**config.mk**
```make
export PLATFORM = sky130hd
export DESIGN_NAME = multdiv_issue_scheduler
export DESIGN_NICKNAME = d
export VERILOG_FILES = /design/src/rtl/multdiv_issue_scheduler_pkg.sv /design/src/rtl/multdiv_issue_scheduler_watchdog.sv /design/src/rtl/multdiv_issue_scheduler.sv
export SDC_FILE = /design/constraint.sdc
export NUM_CORES = 1
export LEC_CHECK = 0
export BUFFER_PORTS_ARGS = -buffer_cell sky130_fd_sc_hd__buf_2
export CAP_MARGIN = 20
export CORE_AREA = 3 3 129 118
export CTS_CLUSTER_SIZE = 25
export DETAILED_ROUTE_END_ITERATION = 10
export DIE_AREA = 0 0 132 121
export PLACE_DENSITY = 0.69
export SLEW_MARGIN = 25
export SYNTH_ARGS = -nofsm -noshare
export SYNTH_HDL_FRONTEND = slang
export SYNTH_HIERARCHICAL = 1
export SYNTH_SLANG_ARGS = --single-unit
```
**constraint.sdc**
```tcl
create_clock -name clock -period 2 [get_ports clock]
set_input_delay 0.1 -clock clock [delete_from_list [all_inputs] [get_ports clock]]
set_output_delay 0.1 -clock clock [all_outputs]
set_load 0.01 [all_outputs]
```
**src/rtl/multdiv_issue_scheduler_pkg.sv**
```systemverilog
// multdiv_issue_scheduler_pkg: shared encodings for the mul/div issue scheduler.
// FSM state and operation codes used by the top and the bench.
package multdiv_issue_scheduler_pkg;

  typedef enum logic [1:0] {
    MDS_IDLE  = 2'd0,
    MDS_START = 2'd1,
    MDS_WAIT  = 2'd2,
    MDS_WB    = 2'd3
  } mds_state_e;

  localparam logic MD_OP_MULT = 1'b0;
  localparam logic MD_OP_DIV  = 1'b1;

endpackage

```
**src/rtl/multdiv_issue_scheduler_watchdog.sv**
```systemverilog
// md_watchdog: counts cycles spent waiting on the mul/div unit.
// Only instantiated when MD_WATCHDOG_EN is defined.
module md_watchdog #(
  parameter int TIMEOUT = 64
) (
  input  logic clock,
  input  logic reset,
  input  logic clear,
  input  logic enable,
  output logic expired
);

  localparam int CW = (TIMEOUT > 2) ? $clog2(TIMEOUT) : 1;

  logic [CW-1:0] count;

  // cycle counter, cleared on entry to the wait and frozen once expired
  always_ff @(posedge clock) begin
    if (reset) begin
      count <= '0;
    end else if (clear) begin
      count <= '0;
    end else if (enable && !expired) begin
      count <= count + CW'(1);
    end
  end

  assign expired = enable & (count == CW'(TIMEOUT - 1));

endmodule

```
**src/rtl/multdiv_issue_scheduler.sv**
```systemverilog
// multdiv_issue_scheduler: shares one iterative mul/div unit across two lanes.
// Optional result-wait watchdog is enabled by defining MD_WATCHDOG_EN.
module multdiv_issue_scheduler #(
  parameter int DATA_W = 32,
  parameter int RD_W = 5
`ifdef MD_WATCHDOG_EN
  ,
  parameter int TIMEOUT = 64
`endif
) (
  input  logic              clock,
  input  logic              reset,
  input  logic              req_top,
  input  logic              op_top,
  input  logic [DATA_W-1:0] a_top,
  input  logic [DATA_W-1:0] b_top,
  input  logic [RD_W-1:0]   rd_top,
  input  logic              req_bot,
  input  logic              op_bot,
  input  logic [DATA_W-1:0] a_bot,
  input  logic [DATA_W-1:0] b_bot,
  input  logic [RD_W-1:0]   rd_bot,
  input  logic              flush,
  output logic              grant_top,
  output logic              grant_bot,
  output logic              md_ctrl_mult,
  output logic              md_ctrl_div,
  output logic [DATA_W-1:0] md_operandA,
  output logic [DATA_W-1:0] md_operandB,
  input  logic [DATA_W-1:0] md_result,
  input  logic              md_exception,
  input  logic              md_resultRDY,
  output logic              wb_valid,
  output logic [RD_W-1:0]   wb_rd,
  output logic [DATA_W-1:0] wb_data,
  output logic              wb_exception,
  output logic              busy,
  output logic [RD_W-1:0]   busy_rd
);
  import multdiv_issue_scheduler_pkg::*;

  mds_state_e        state;
  mds_state_e        state_nxt;
  logic              rst_q;
  logic              live;
  logic              idle;
  logic              hold;
  logic              wd_expired;
  logic              op_q;
  logic [DATA_W-1:0] a_q;
  logic [DATA_W-1:0] b_q;
  logic [RD_W-1:0]   rd_q;
  logic [DATA_W-1:0] res_q;
  logic              exc_q;

`ifdef MD_WATCHDOG_EN
  md_watchdog #(
    .TIMEOUT(TIMEOUT)
  ) u_watchdog (
    .clock  (clock),
    .reset  (reset),
    .clear  (state == MDS_START),
    .enable (state == MDS_WAIT),
    .expired(wd_expired)
  );
`else
  assign wd_expired = 1'b0;
`endif

  // outputs stay quiet during reset and the cycle after it
  assign live = ~reset & ~rst_q;
  assign idle = (state == MDS_IDLE);
  assign hold = live & ((state == MDS_START) | (state == MDS_WAIT));

  assign grant_top = live & idle & ~flush & req_top;
  assign grant_bot = live & idle & ~flush & req_bot & ~req_top;

  assign md_ctrl_mult = live & (state == MDS_START) & (op_q == MD_OP_MULT);
  assign md_ctrl_div  = live & (state == MDS_START) & (op_q == MD_OP_DIV);
  assign md_operandA  = hold ? a_q : '0;
  assign md_operandB  = hold ? b_q : '0;

  assign wb_valid     = live & (state == MDS_WB);
  assign wb_rd        = wb_valid ? rd_q : '0;
  assign wb_data      = wb_valid ? res_q : '0;
  assign wb_exception = wb_valid & exc_q;

  assign busy    = live & ~idle;
  assign busy_rd = busy ? rd_q : '0;

  // next-state: flush aborts before writeback, never during it
  always_comb begin
    state_nxt = state;
    unique case (state)
      MDS_IDLE:  if (grant_top | grant_bot) state_nxt = MDS_START;
      MDS_START: state_nxt = flush ? MDS_IDLE : MDS_WAIT;
      MDS_WAIT: begin
        if (flush) state_nxt = MDS_IDLE;
        else if (md_resultRDY | wd_expired) state_nxt = MDS_WB;
      end
      MDS_WB:    state_nxt = MDS_IDLE;
      default:   state_nxt = MDS_IDLE;
    endcase
  end

  // state, holding registers and captured result
  always_ff @(posedge clock) begin
    if (reset) begin
      state <= MDS_IDLE;
      rst_q <= 1'b1;
      op_q  <= 1'b0;
      a_q   <= '0;
      b_q   <= '0;
      rd_q  <= '0;
      res_q <= '0;
      exc_q <= 1'b0;
    end else begin
      state <= state_nxt;
      rst_q <= 1'b0;
      if (grant_top) begin
        op_q <= op_top;
        a_q  <= a_top;
        b_q  <= b_top;
        rd_q <= rd_top;
      end else if (grant_bot) begin
        op_q <= op_bot;
        a_q  <= a_bot;
        b_q  <= b_bot;
        rd_q <= rd_bot;
      end
      if (state == MDS_WAIT) begin
        if (md_resultRDY) begin
          res_q <= md_result;
          exc_q <= md_exception;
        end else if (wd_expired) begin
          res_q <= '0;
          exc_q <= 1'b1;
        end
      end
    end
  end

endmodule

```
==> results.py <==
metrics = {
    "sta": {
        "period_share": 0.941,
        "grt_setup_unrepaired": "false",
        "tightest_slew_ps": 800,
        "fin_worst_skew_ps": 6.65,
        "fin_ws_ps": 117,
        "fmax_ghz": 0.531,
        "hold_slack_ps": 23.2,
        "finalWorstPathRequiredPeriod_ps": 1880,
        "finalSetupViolations": 0,
        "slew_headroom": 0.467,
        "slew_viol_final": 0,
        "finalHoldViolations": 0,
        "setup-tns-final_ps": 0,
    },
    "clock_tree": {
        "cts_num_sinks": 106,
        "cts_made_buffers": 9,
        "cts_tree": "yes",
        "htreeDepth": 3,
        "cts_root_buffer": "clkbuf_16",
        "cts_buffer_depth": 2,
        "clock_latency_ps": 340,
        "clk_pin_slew_ps": 70,
    },
    "routing": {
        "vias_per_cell": 5.22,
        "num_vias": 6159,
        "wl_per_cell_um": 16.3,
        "first_pass_iters": 5,
        "drc_errors": 0,
        "ant_nets": 0,
        "drt-total-wl_um": 19200,
        "drtIter0Drc": 361,
    },
    "placement": {
        "pre_cts_slack_ps": 133,
        "dp.cells": 1129,
        "gp_congestion": 0.764,
        "hpwl_um": 12800,
        "placement.io_buffers": 291,
        "placed_area_um2": 7100,
    },
    "synth": {
        "synth_area_leaders": "dfxtp_1, and3_1, o2bb2ai_1",
        "synth_seq_cells": 106,
        "post-synth-top-area-cell": "dfxtp_1",
        "netlist_instances": 713,
        "synth_nets": 897,
        "synth_area_um2": 5570,
        "syn_area_per_cell_um2": 7.81,
        "synth_cell_types": 29,
        "ys_seq_area_frac": 0.381,
        "synth_top_area_share": 0.381,
        "synth_warnings": 6,
    },
    "critical_path": {
        "required_ps": 1900,
        "endpoint_kind": "output port",
        "path_buf_inv": 2,
        "worst-path-stages": 5,
        "reg2regPathDepth": 6,
        "crit_family": "simple AND/OR/NAND/NOR gates",
        "cp_slowest_cell": "or4b_4",
        "worst_ep_arrival_time_ps": 1780,
        "path_cells": "inv_1 > ha_4 > or4b_4 > nor2_1 > buf_2",
        "ff2ff_setup_slack_ps": 180,
        "max_stage_delay_ps": 500,
        "worst-path-max-fanout": 6,
        "critical_path_class": "flop to output port",
        "start_kind": "flop",
    },
    "global_route": {
        "grt_pass1_wl_um": 29500,
        "track_usage": 0.226,
        "grt_max_degree": 97,
        "grt_pass1_vias": 5731,
        "grt_overflow": 0,
        "antenna_found_initial": 2,
    },
    "cells_and_area": {
        "num-fill-cells": 1357,
        "drive_above_1_share": 0.342,
        "stdcell_count": 1180,
        "fin_area_um2": 7780,
        "final_nets": 1165,
        "areaGrowthSynthToFinish_pct": 39.7,
    },
    "die": {
        "fp-row-count": 41,
        "ioPinCount": 292,
        "die_area_um2": 16000,
        "die_y_um": 121,
        "die_w_um": 132,
        "core_area_um2": 14000,
        "initial_core_util": 0.398,
    },
    "power_and_ir_drop": {
        "vdd_drop_max_mv": 0.417,
        "p_per_area_nw_per_um2": 617,
        "power_switching_share": 0.256,
        "power_frac_clock": 0.376,
        "p_leak_nw": 3.77,
        "p_comb_frac": 0.162,
        "p_int_w": 0.00357,
        "p_sw_w": 0.00123,
        "power_frac_seq": 0.462,
    },
    "flow_run": {
        "cap_viol_max_count": 0,
    },
    "outcome": {
        "status": "finished, final reports clean",
    },
    "min_path": {
        "hold_path_depth": 3,
        "hp-class": "input port to flop",
    },
}
## placed cells by master (no fill, tap or decap), types with 4 or more instances in the layout
cell | netlist | routed
buf_2 | 17 | 290
dfxtp_1 | 106 | 106
a21oi_1 | 104 | 104
and3_1 | 103 | 103
nor2_1 | 71 | 70
nand2_1 | 69 | 69
a211oi_1 | 69 | 69
o2bb2ai_1 | 65 | 65
dlygate4sd3_1 | 0 | 32
buf_4 | 8 | 16
clkbuf_16 | 0 | 10
and2_1 | 7 | 7
o22ai_1 | 4 | 4
ha_1 | 5 | 4
## logic make-up (layout without fill, tap and decap cells)
group | after synthesis | after routing | synth area share
AO/OA/AOI/OAI | 249 | 249 | 0.303
adder cells (fa/ha/maj) | 5 | 5 | 0.0112
buffers and inverters | 91 | 364 | 0.0705
flip-flops | 106 | 106 | 0.381
multiplexers | 1 | 1 | 0.00180
other | 0 | 1 | 0
AND/OR/NAND/NOR | 261 | 261 | 0.233
## flip-flops by register name (all words and copies together), names as in the netlist
signal,flops
state,2
a_q,32
exc_q,1
rst_q,1
res_q,32
rd_q,5
op_q,1
b_q,32
## worst paths after layout
path / startpoint / to
worst max register to register: state[1] / b_q[28]
worst max-delay path: state[1] / grant_bot
worst min register to register: res_q[28] / res_q[28]
worst min-delay path: md_exception / exc_q
## worst register-to-register path: cells and delay by family (launching register included)
family | cells | cell delay, ps
flip-flops | 1 | 340
buffers and inverters | 3 | 660
AO/OA/AOI/OAI | 1 | 150
AND/OR/NAND/NOR | 1 | 320
adder cells (fa/ha/maj) | 1 | 190
## layout make-up
cell class | instances | area [um^2] | area share
diodes | 1 | 2.50 | 0.000322
flip-flops and latches | 106 | 2120 | 0.273
well taps | 193 | 241 | 0.0310
clock buffers | 12 | 256 | 0.0330
multi-input cells | 516 | 3090 | 0.398
inverters | 4 | 15.0 | 0.00193
clock inverters | 4 | 50.0 | 0.00643
repair buffers | 344 | 2000 | 0.257
## repair_timing
action / in CTS / in global routing
hold buffers: 32 / 0
buffers inserted: 0 / 1
endpoints found under the setup margin: 4 / 42
cloned: 0 / 1
gates resized for setup: 1 / 5
endpoints found under the hold margin: 32 / 0
## metal layers
metal / global-route usage / up-vias / part of all wire
met2: 0.388 / 213 / 0.48
li1: - / 3116 / -
met4: 0.0505 / 2 / 0.012
met5: 0 / - / 0.00036
met3: 0.0593 / 17 / 0.070
met1: 0.286 / 2811 / 0.43
## power groups by stage
stage,clock (W),combinational (W),sequential (W)
2_1_floorplan,0,0.000417,0.00226
3_3_place_gp,0,0.000707,0.00227
3_5_place_dp,0,0.000715,0.00227
4_1_cts,0.00188,0.000764,0.00222
5_1_grt,0.00194,0.000863,0.00223
6_report,0.00181,0.000776,0.00222
## synthesized netlist by cell type
cell,count
buf_4,8
o2bb2ai_1,65
a21oi_1,104
mux2i_1,1
nor3_1,3
ha_1,5
or2_2,1
buf_1,6
and2_1,7
nor4b_2,1
or4b_4,1
nand2_1,69
a21o_1,1
nand3_1,1
nand3b_1,1
nand2b_1,3
clkbuf_1,56
inv_1,3
o221a_2,1
inv_2,1
buf_2,17
dfxtp_1,106
o22ai_1,4
o21ba_2,1
a211oi_1,69
o211a_1,1
o21ai_0,3
nor2_1,71
and3_1,103
## stage by stage
step | utilization | total power, W
4_1_cts | 0.552 | 0.00486
3_5_place_dp | 0.507 | 0.00298
3_3_place_gp | 0.507 | 0.00297
6_report | 0.556 | 0.00480
2_1_floorplan | - | 0.00267
5_1_grt | 0.556 | 0.00503
Power figures use the tool's default switching activity.
